==> src/rtl/round_ctrl.sv <==
// Round controller for a two-tank game: start/play/respawn/game-over sequencing,
// score keeping and per-tank shield energy with slow recharge.
module round_ctrl #(
    parameter int WIN_SCORE      = 5,
    parameter int RESPAWN_FRAMES = 60,
    parameter int OVER_FRAMES    = 300,
    parameter int SHIELD_MAX     = 120
) (
    input  logic       frame_clk,
    input  logic       Reset,
    input  logic [7:0] keycode,
    input  logic       hit1,
    input  logic       hit2,
    input  logic       shield_req1,
    input  logic       shield_req2,
    output logic       respawn1,
    output logic       respawn2,
    output logic       game_over_display,
    output logic       game_over_display2,
    output logic       freeze,
    output logic [3:0] score1,
    output logic [3:0] score2,
    output logic       shield_on1,
    output logic       shield_on2,
    output logic [7:0] energy1,
    output logic [7:0] energy2,
    output logic [1:0] state
);

    typedef enum logic [1:0] {
        S_IDLE    = 2'd0,
        S_PLAY    = 2'd1,
        S_RESPAWN = 2'd2,
        S_OVER    = 2'd3
    } state_t;

    localparam logic [7:0] KEY_ENTER   = 8'h28;
    localparam logic [3:0] WIN         = 4'(WIN_SCORE);
    localparam logic [8:0] RESP_LOAD   = 9'(RESPAWN_FRAMES - 1);
    localparam logic [8:0] OVER_LOAD   = 9'(OVER_FRAMES - 1);
    localparam logic [7:0] SHIELD_FULL = 8'(SHIELD_MAX);

    state_t     state_q, state_d;
    logic [8:0] cnt_q, cnt_d;
    logic [3:0] score1_q, score1_d, score2_q, score2_d;
    logic [7:0] energy1_q, energy1_d, energy2_q, energy2_d;
    logic [1:0] presc_q, presc_d;
    logic       shield_on1_q, shield_on1_d, shield_on2_q, shield_on2_d;
    logic       respawn1_q, respawn1_d, respawn2_q, respawn2_d;
    logic       start, eh1, eh2;

    // Drain while the shield is up; otherwise recharge once per prescaler wrap.
    function automatic logic [7:0] next_energy(input logic [7:0] e, input logic on,
                                               input logic [1:0] presc);
        logic [7:0] r;
        r = e;
        if (on) begin
            if (e != 8'd0)
                r = e - 8'd1;
        end else if (presc == 2'd3 && e < SHIELD_FULL) begin
            r = e + 8'd1;
        end
        return r;
    endfunction

    always_comb begin
        state_d    = state_q;
        cnt_d      = cnt_q;
        score1_d   = score1_q;
        score2_d   = score2_q;
        respawn1_d = 1'b0;
        respawn2_d = 1'b0;
        start      = 1'b0;
        eh1        = hit1 & ~shield_on1_q;
        eh2        = hit2 & ~shield_on2_q;

        case (state_q)
            S_IDLE: begin
                if (keycode == KEY_ENTER) begin
                    start    = 1'b1;
                    state_d  = S_PLAY;
                    score1_d = 4'd0;
                    score2_d = 4'd0;
                end
            end
            S_PLAY: begin
                if (eh1 || eh2) begin
                    if (eh1) begin
                        respawn1_d = 1'b1;
                        if (score2_q < WIN)
                            score2_d = score2_q + 4'd1;
                    end
                    if (eh2) begin
                        respawn2_d = 1'b1;
                        if (score1_q < WIN)
                            score1_d = score1_q + 4'd1;
                    end
                    if (score1_d == WIN || score2_d == WIN) begin
                        state_d = S_OVER;
                        cnt_d   = OVER_LOAD;
                    end else begin
                        state_d = S_RESPAWN;
                        cnt_d   = RESP_LOAD;
                    end
                end
            end
            S_RESPAWN: begin
                if (cnt_q == 9'd0)
                    state_d = S_PLAY;
                else
                    cnt_d = cnt_q - 9'd1;
            end
            default: begin
                if (cnt_q == 9'd0 || keycode == KEY_ENTER) begin
                    state_d = S_IDLE;
                    cnt_d   = 9'd0;
                end else begin
                    cnt_d = cnt_q - 9'd1;
                end
            end
        endcase

        presc_d      = presc_q + 2'd1;
        // Shield sees the energy before this edge's drain, so it drops one edge after hitting zero.
        shield_on1_d = (state_q == S_PLAY) & shield_req1 & (energy1_q != 8'd0);
        shield_on2_d = (state_q == S_PLAY) & shield_req2 & (energy2_q != 8'd0);
        energy1_d    = start ? SHIELD_FULL : next_energy(energy1_q, shield_on1_q, presc_q);
        energy2_d    = start ? SHIELD_FULL : next_energy(energy2_q, shield_on2_q, presc_q);
    end

    always_ff @(posedge frame_clk or posedge Reset) begin
        if (Reset) begin
            state_q      <= S_IDLE;
            cnt_q        <= 9'd0;
            score1_q     <= 4'd0;
            score2_q     <= 4'd0;
            energy1_q    <= SHIELD_FULL;
            energy2_q    <= SHIELD_FULL;
            presc_q      <= 2'd0;
            shield_on1_q <= 1'b0;
            shield_on2_q <= 1'b0;
            respawn1_q   <= 1'b0;
            respawn2_q   <= 1'b0;
        end else begin
            state_q      <= state_d;
            cnt_q        <= cnt_d;
            score1_q     <= score1_d;
            score2_q     <= score2_d;
            energy1_q    <= energy1_d;
            energy2_q    <= energy2_d;
            presc_q      <= presc_d;
            shield_on1_q <= shield_on1_d;
            shield_on2_q <= shield_on2_d;
            respawn1_q   <= respawn1_d;
            respawn2_q   <= respawn2_d;
        end
    end

    assign state              = state_q;
    assign freeze             = (state_q != S_PLAY);
    assign game_over_display  = (state_q == S_OVER) && (score1_q == WIN);
    assign game_over_display2 = (state_q == S_OVER) && (score2_q == WIN);
    assign score1             = score1_q;
    assign score2             = score2_q;
    assign energy1            = energy1_q;
    assign energy2            = energy2_q;
    assign shield_on1         = shield_on1_q;
    assign shield_on2         = shield_on2_q;
    assign respawn1           = respawn1_q;
    assign respawn2           = respawn2_q;

endmodule

==> config.mk <==
export PLATFORM = sky130hd
export DESIGN_NAME = round_ctrl
export DESIGN_NICKNAME = d
export VERILOG_FILES = /design/src/rtl/round_ctrl.sv
export SDC_FILE = /design/constraint.sdc
export NUM_CORES = 1
export LEC_CHECK = 0
export CORE_MARGIN = 4
export CORE_UTILIZATION = 45
export DETAILED_ROUTE_END_ITERATION = 8
export HOLD_SLACK_MARGIN = 0.06
export PLACE_DENSITY_LB_ADDON = 0.1
export SYNTH_ARGS = -nofsm -noshare
export SYNTH_HDL_FRONTEND = slang
export SYNTH_SLANG_ARGS = --single-unit
==> constraint.sdc <==
create_clock -name frame_clk -period 3.84 [get_ports frame_clk]
set_input_delay 0.768 -clock frame_clk [delete_from_list [all_inputs] [get_ports frame_clk]]
set_output_delay 0.768 -clock frame_clk [all_outputs]
set_load 0.01 [all_outputs]
==> metrics.csv, run 1 <==
stage,metric,value,unit
drt,DRT Pass-1 Iters,4,
layout,area grow syn2layout,21.09,%
cts,total CTS buffers,5,
global_route,global router's overall resource usage,17.86,%
yosys,Synth area leaders,"dfrtp_1 27%, ha_1 11%, dfstp_2 6.9%",
pwr,Total Power,3.130,mW
floorplan,Vert. Die Dim,90.32,um
critical_path,Crit Path Max Fanout,8,
critical_path,worst path required time,3.07,ns
sta,unrepaired setup endpoints after global routing,false,
cts,post-CTS sizing,0,
sta,Slew Limit Fails,0,
drt,DRT Wirelength,6.982,mm
layout,Total Nets Final,418,
sta,Final Cycle Share,69.88,%
yosys,synth warn,0,
yosys,synthesis-stage register bit count,41,
global_route,total gr overflow,0,
sta,Worst Skew,0.008264,ns
floorplan,Core Area,6459,um^2
yosys,Synth Cell Area,3049,um^2
yosys,Post-synth ARST share,100.0,%
cts,CTS tree,yes,
sta,endpoints failing setup,0,
pwr,Pwr per Cell Area,847.6,nW/um^2
yosys,largest area contributor in the netlist,dfrtp_1,
sta,TNS Setup,0,ns
sta,normalized max-slew margin,58.78,%
sta,Worst Tran Pin Value,0.6103,ns
yosys,top_reg_cell synth,dfrtp_1,
sta,Period minus WS final,2.683,ns
cts,Post-CTS Setup Inserts,0,
global_route,largest net degree at the start of global routing,42,
floorplan,die area,8157,um^2
drt,vias,2580,
cts,Clock Path Buffers,2,
pwr,P_leak,1.583,nW
floorplan,die boundary width,90.32,um
status,outcome,"finished, final reports clean",
cts,CTS H-tree lvls,2,
cts,clk root buf,clkbuf_8,
global_route,initial antenna violation count,0,
floorplan,Ports,47,
cts,"Hold-fix buffers, CTS",0,
yosys,area share of the largest cell type after synthesis,27.08,%
cts,clock sinks,41,
yosys,Syn Inst Count,327,
yosys,synth cell count leaders,"33 x dfrtp_1, 26 x ha_1, 25 x nand2_1",
yosys,Post-synth EDFFs,0,
placement,routability cong.,0.8395,
yosys,average cell area after synthesis,9.325,um^2
drt,post-DR vias/cell,5.683,
yosys,post-synth cell types,70,
cts,"Clk Latency, worst-skew pair",0.30,ns
layout,layout cells sized above 1,11.14,%
layout,n_diodes,0,
global_route,first-pass GRT wire length,12.10,mm
yosys,most frequent cell after synthesis,dfrtp_1,
floorplan,Rows,29,
pwr,maximum vdd drop,331.4,uV
sta,Max Clk Rate,0.3727,GHz
critical_path,CP Class,reg -> out,
critical_path,CP endpoint kind,output pin,
sta,final hold violations,0,
drt,Final ANT Viol Nets,0,
drt,DRT iter0 DRCs,76,
floorplan,Initial Util,47.21,%
yosys,register area share after synthesis,33.98,%
placement,DP HPWL,5.303,mm
flow_run,Max Cap Viol,0,
critical_path,CP Launch Type,flop,
cts,clk slew on worst S/H paths,0.09,ns
drt,drt wl/cell,15.38,um
drt,DRC Markers,0,
min_path,Min-Delay Path Class,reg -> reg,
yosys,syn_nets,369,
global_route,vias in the first global route,2511,
placement,# port buffers,46,
critical_path,Crit path arrival time,1.92,ns
-- cells in the final DEF, fill, tap and decap left out, types with 6 or more instances in the layout --
cell type / n
clkdlybuf4s50_1: 46
nand3_1: 12
nor3_1: 14
a211oi_1: 6
o21a_1: 9
dfrtp_1: 33
a21oi_1: 18
ha_1: 26
dfstp_2: 8
inv_1: 21
nor2_1: 24
o21ai_0: 15
nand2_1: 25
xnor2_1: 7
-- logic make-up after synthesis --
family	synth area share, %
xor gates and xnor gates	2.873
DFF	33.98
muxes	1.641
and+or+nand+nor	23.06
adders and majority gates	11.98
buffers and inverters	4.144
AOI/OAI and AO/OA	22.32
-- per-layer routing --
| layer | wire length [um] | GRT usage, % | up-vias |
|---|---|---|---|
| met1 | 3417 | 24.65 | 1220 |
| met5 | 0 | 0 | - |
| met2 | 3210 | 28.38 | 50 |
| met4 | 70 | 4.592 | 0 |
| met3 | 283 | 4.000 | 6 |
| li1 | - | - | 1304 |
-- stage by stage --
| step | worst slack (ns) | hold WS [ns] | cells | utilization [%] | cell area (um^2) |
|---|---|---|---|---|---|
| after floorplan | 1.864 | 0.4006 | 327 | - | 3049 |
| after global placement | 1.188 | 0.4119 | 446 | 55.39 | 3577 |
| after detailed placement | 1.173 | 0.4180 | 446 | 55.39 | 3577 |
| after CTS | 1.145 | 0.4316 | 454 | 57.17 | 3692 |
| after global routing | 1.049 | 0.4528 | 454 | 57.17 | 3692 |
| final | 1.157 | 0.4297 | 454 | 57.17 | 3692 |
-- power by group --
group	switching [mW]	total, mW	internal [mW]
sequential	0.268	0.910	0.642
combinational	0.956	1.86	0.901
clock	0.168	0.363	0.195
-- critical path: stages (launching register included) --
cell and delay, ns:
dfrtp_1 0.46, inv_1 0.09, ha_1 0.29, inv_2 0.21
clkdlybuf4s50_1 0.58
-- final timing paths --
kind / from / endpoint / slack, ns / depth (start not counted)
setup / recovery: state[1]$_DFFE_PP0P_ / freeze / 1.16 / 4
min in group asynchronous: Reset / energy2[1]$_DFFE_PP0P_ / 0.89 / 3
hold / removal: presc_q[0]$_DFF_PP0_ / presc_q[0]$_DFF_PP0_ / 0.43 / 1
hold reg to reg: presc_q[0]$_DFF_PP0_ / presc_q[0]$_DFF_PP0_ / 0.43 / 1
setup reg to reg: shield_on1$_DFF_PP0_ / energy1[7]$_DFFE_PP0P_ / 1.56 / 6
max in group asynchronous: Reset / energy1[4]$_DFFE_PP1P_ / 2.57 / 3
-- layout make-up --
cell class | count | area (um^2)
inverter | 22 | 82.58
multi-input combinational | 258 | 1887
clock inverter | 3 | 46.29
clock buffer | 5 | 68.82
tap | 77 | 96.34
timing repair buffer | 48 | 475.5
fill | 593 | 2766
sequential | 41 | 1036
-- state kept, by name, summed over array words and instances (netlist names) --
name,count
cnt_q,9
energy1,8
energy2,8
score1,4
score2,4
presc_q,2
state,2
respawn1,1
respawn2,1
shield_on1,1
shield_on2,1
No activity file was read; power rests on OpenSTA's default activity.
==> run 2, diff against run 1 <==
- clock period: 3.84 -> 2.8 ns (I/O delays scaled with it)
==> metrics.csv, run 2 (synthesis gave the netlist of run 1 again) <==
stage,metric,value,unit,change
sta,unrepaired setup endpoints after global routing,false,,
min_path,Min-Delay Path Class,reg -> reg,,
layout,Biggest register,cnt_q,,
layout,Total Nets Final,419,,+0.24%
cts,Clock Path Buffers,2,,unchanged
cts,Post-CTS Setup Inserts,0,,unchanged
global_route,busiest grt layer,met2,,
drt,post-DR vias/cell,5.690,,+0.13%
drt,DRC Markers,0,,unchanged
layout,FILL cells,603,,+1.7%
drt,DRT Pass-1 Iters,4,,unchanged
floorplan,Initial Util,47.21,%,unchanged
global_route,met2 usage,29.56,%,+1.2 points
critical_path,CP startpoint,state[1]$_DFFE_PP0P_,,
sta,TNS Setup,0,ns,unchanged
cts,total CTS buffers,5,,unchanged
global_route,vias in the first global route,2625,,+4.5%
cts,CTS tree,yes,,
cts,clk root buf,clkbuf_8,,
pwr,P_leak,1.577,nW,-0.36%
cts,clk slew on worst S/H paths,0.09,ns,about the same
floorplan,Vert. Die Dim,90.32,um,unchanged
global_route,first-pass GRT wire length,12.32,mm,+1.8%
global_route,largest net degree at the start of global routing,42,,unchanged
global_route,met3 GRT Util,3.083,%,-0.92 points
sta,Slew Limit Fails,0,,unchanged
drt,drt wl/cell,15.47,um,+0.58%
placement,routability cong.,0.8994,,+7.1%
critical_path,worst path required time,2.24,ns,-0.83 ns
sta,Final Cycle Share,88.51,%,
critical_path,CP Launch Type,flop,,
min_path,Hold Crit Start,presc_q[0]$_DFF_PP0_,,
floorplan,Rows,29,,unchanged
floorplan,die area,8157,um^2,unchanged
pwr,Pwr per Cell Area,1145,nW/um^2,+35%
layout,fin util,56.84,%,-0.33 points
critical_path,Crit path arrival time,1.92,ns,about the same
sta,Max Clk Rate,0.4035,GHz,
global_route,initial antenna violation count,0,,unchanged
sta,Worst Skew,0.007863,ns,-0.0004011 ns
layout,Largest register FFs,9,,unchanged
drt,DRT Wirelength,7.038,mm,+0.80%
sta,Period minus WS final,2.478,ns,
layout,register area,1036,um^2,unchanged
drt,Final ANT Viol Nets,0,,unchanged
sta,endpoints failing setup,0,,unchanged
drt,DRT iter0 DRCs,65,,-14%
drt,vias,2589,,+0.35%
flow_run,Max Cap Viol,0,,unchanged
critical_path,CP endpoint kind,output pin,,
layout,n_diodes,0,,unchanged
critical_path,CP Class,reg -> out,,
cts,"Clk Latency, worst-skew pair",0.30,ns,about the same
floorplan,die boundary width,90.32,um,unchanged
cts,clock sinks,41,,unchanged
critical_path,Crit Path Max Fanout,8,,unchanged
layout,"commonest non-fill, non-tap cell in the layout",clkdlybuf4s50_1,,
global_route,grt met1 use,25.09,%,+0.45 points
layout,Multi-input gate area,1887,um^2,unchanged
pwr,maximum vdd drop,530.5,uV,+60%
sta,final hold violations,0,,unchanged
cts,"Hold-fix buffers, CTS",0,,unchanged
sta,normalized max-slew margin,57.45,%,-1.3 points
critical_path,reg2reg start,shield_on1$_DFF_PP0_,,
sta,Worst Tran Pin Value,0.6301,ns,+0.01974 ns
floorplan,Ports,47,,unchanged
cts,CTS H-tree lvls,2,,unchanged
status,outcome,"finished, final reports clean",,
placement,DP HPWL,5.330,mm,+0.51%
cts,post-CTS sizing,0,,unchanged
layout,layout cells sized above 1,11.38,%,+0.24 points
global_route,global router's overall resource usage,18.10,%,+0.24 points
layout,area grow syn2layout,20.39,%,
global_route,total gr overflow,0,,unchanged
floorplan,Core Area,6459,um^2,unchanged
layout,most frequent cells in the layout,"46 x clkdlybuf4s50_1, 33 x dfrtp_1, 26 x ha_1",,
placement,# port buffers,46,,unchanged
[run 2: changes by cell type in the layout (fill, tap and decap cells not counted)]
cell,previous run,this run
buf_4,2,3
clkinv_4,1,0
clkinv_2,0,2
bufinv_16,1,0
[run 2: area by class of cell]
class / count / share of cell area, %
Tap cell: 77 / 2.624
Sequential cell: 41 / 28.22
Timing Repair Buffer: 49 / 13.16
Clock inverter: 3 / 0.4772
Inverter: 22 / 2.249
Clock buffer: 5 / 1.875
Multi-Input combinational cell: 258 / 51.40
[run 2: metal layers]
layer	up-vias	routed length [um]
met5	-	0
met4	0	73
met3	7	228
met2	43	3300
met1	1232	3435
li1	1307	-
[run 2: path summary, 6_finish.rpt]
check	to	depth (start not counted)	slack [ns]
max	freeze	4	0.32
min	presc_q[0]$_DFF_PP0_	1	0.45
max reg2reg	energy1[7]$_DFFE_PP0P_	6	0.50
min reg2reg	presc_q[0]$_DFF_PP0_	1	0.45
max in group asynchronous	energy1[3]$_DFFE_PP1P_	3	1.72
min in group asynchronous	cnt_q[3]$_DFFE_PP0P_	3	0.70
[run 2: where the power goes]
part / leakage [nW] / total (mW) / internal, mW / switching, mW
registers: 0.497 / 1.25 / 0.881 / 0.365
logic: 1.04 / 2.56 / 1.25 / 1.32
clock network: 0.0439 / 0.396 / 0.172 / 0.223
[run 2: stage by stage]
stage / cell area [um^2] / hold WS, ns / std cells / total power [mW] / setup slack, ns
3_5_place_dp: 3585 / 0.4292 / 447 / 3.830 / 0.3278
4_1_cts: 3671 / 0.4422 / 455 / 4.238 / 0.2936
3_3_place_gp: 3585 / 0.4111 / 447 / 3.776 / 0.3899
2_1_floorplan: 3049 / 0.4006 / 327 / 3.052 / 0.8237
5_1_grt: 3671 / 0.4654 / 455 / 4.631 / 0.2140
6_report: 3671 / 0.4488 / 455 / 4.205 / 0.3217
[run 2: worst max-delay path, cell delays in order, from the launching register on]
cell and delay (ns):
dfrtp_1 0.43, inv_1 0.08, ha_1 0.30, inv_2 0.22, clkdlybuf4s50_1 0.58
==> run 3, diff against run 2 <==
- GPL_ROUTABILITY_DRIVEN: unset -> 0
==> results of run 3 <==
The final DEF is identical to that of run 2; final timing and power are the same.
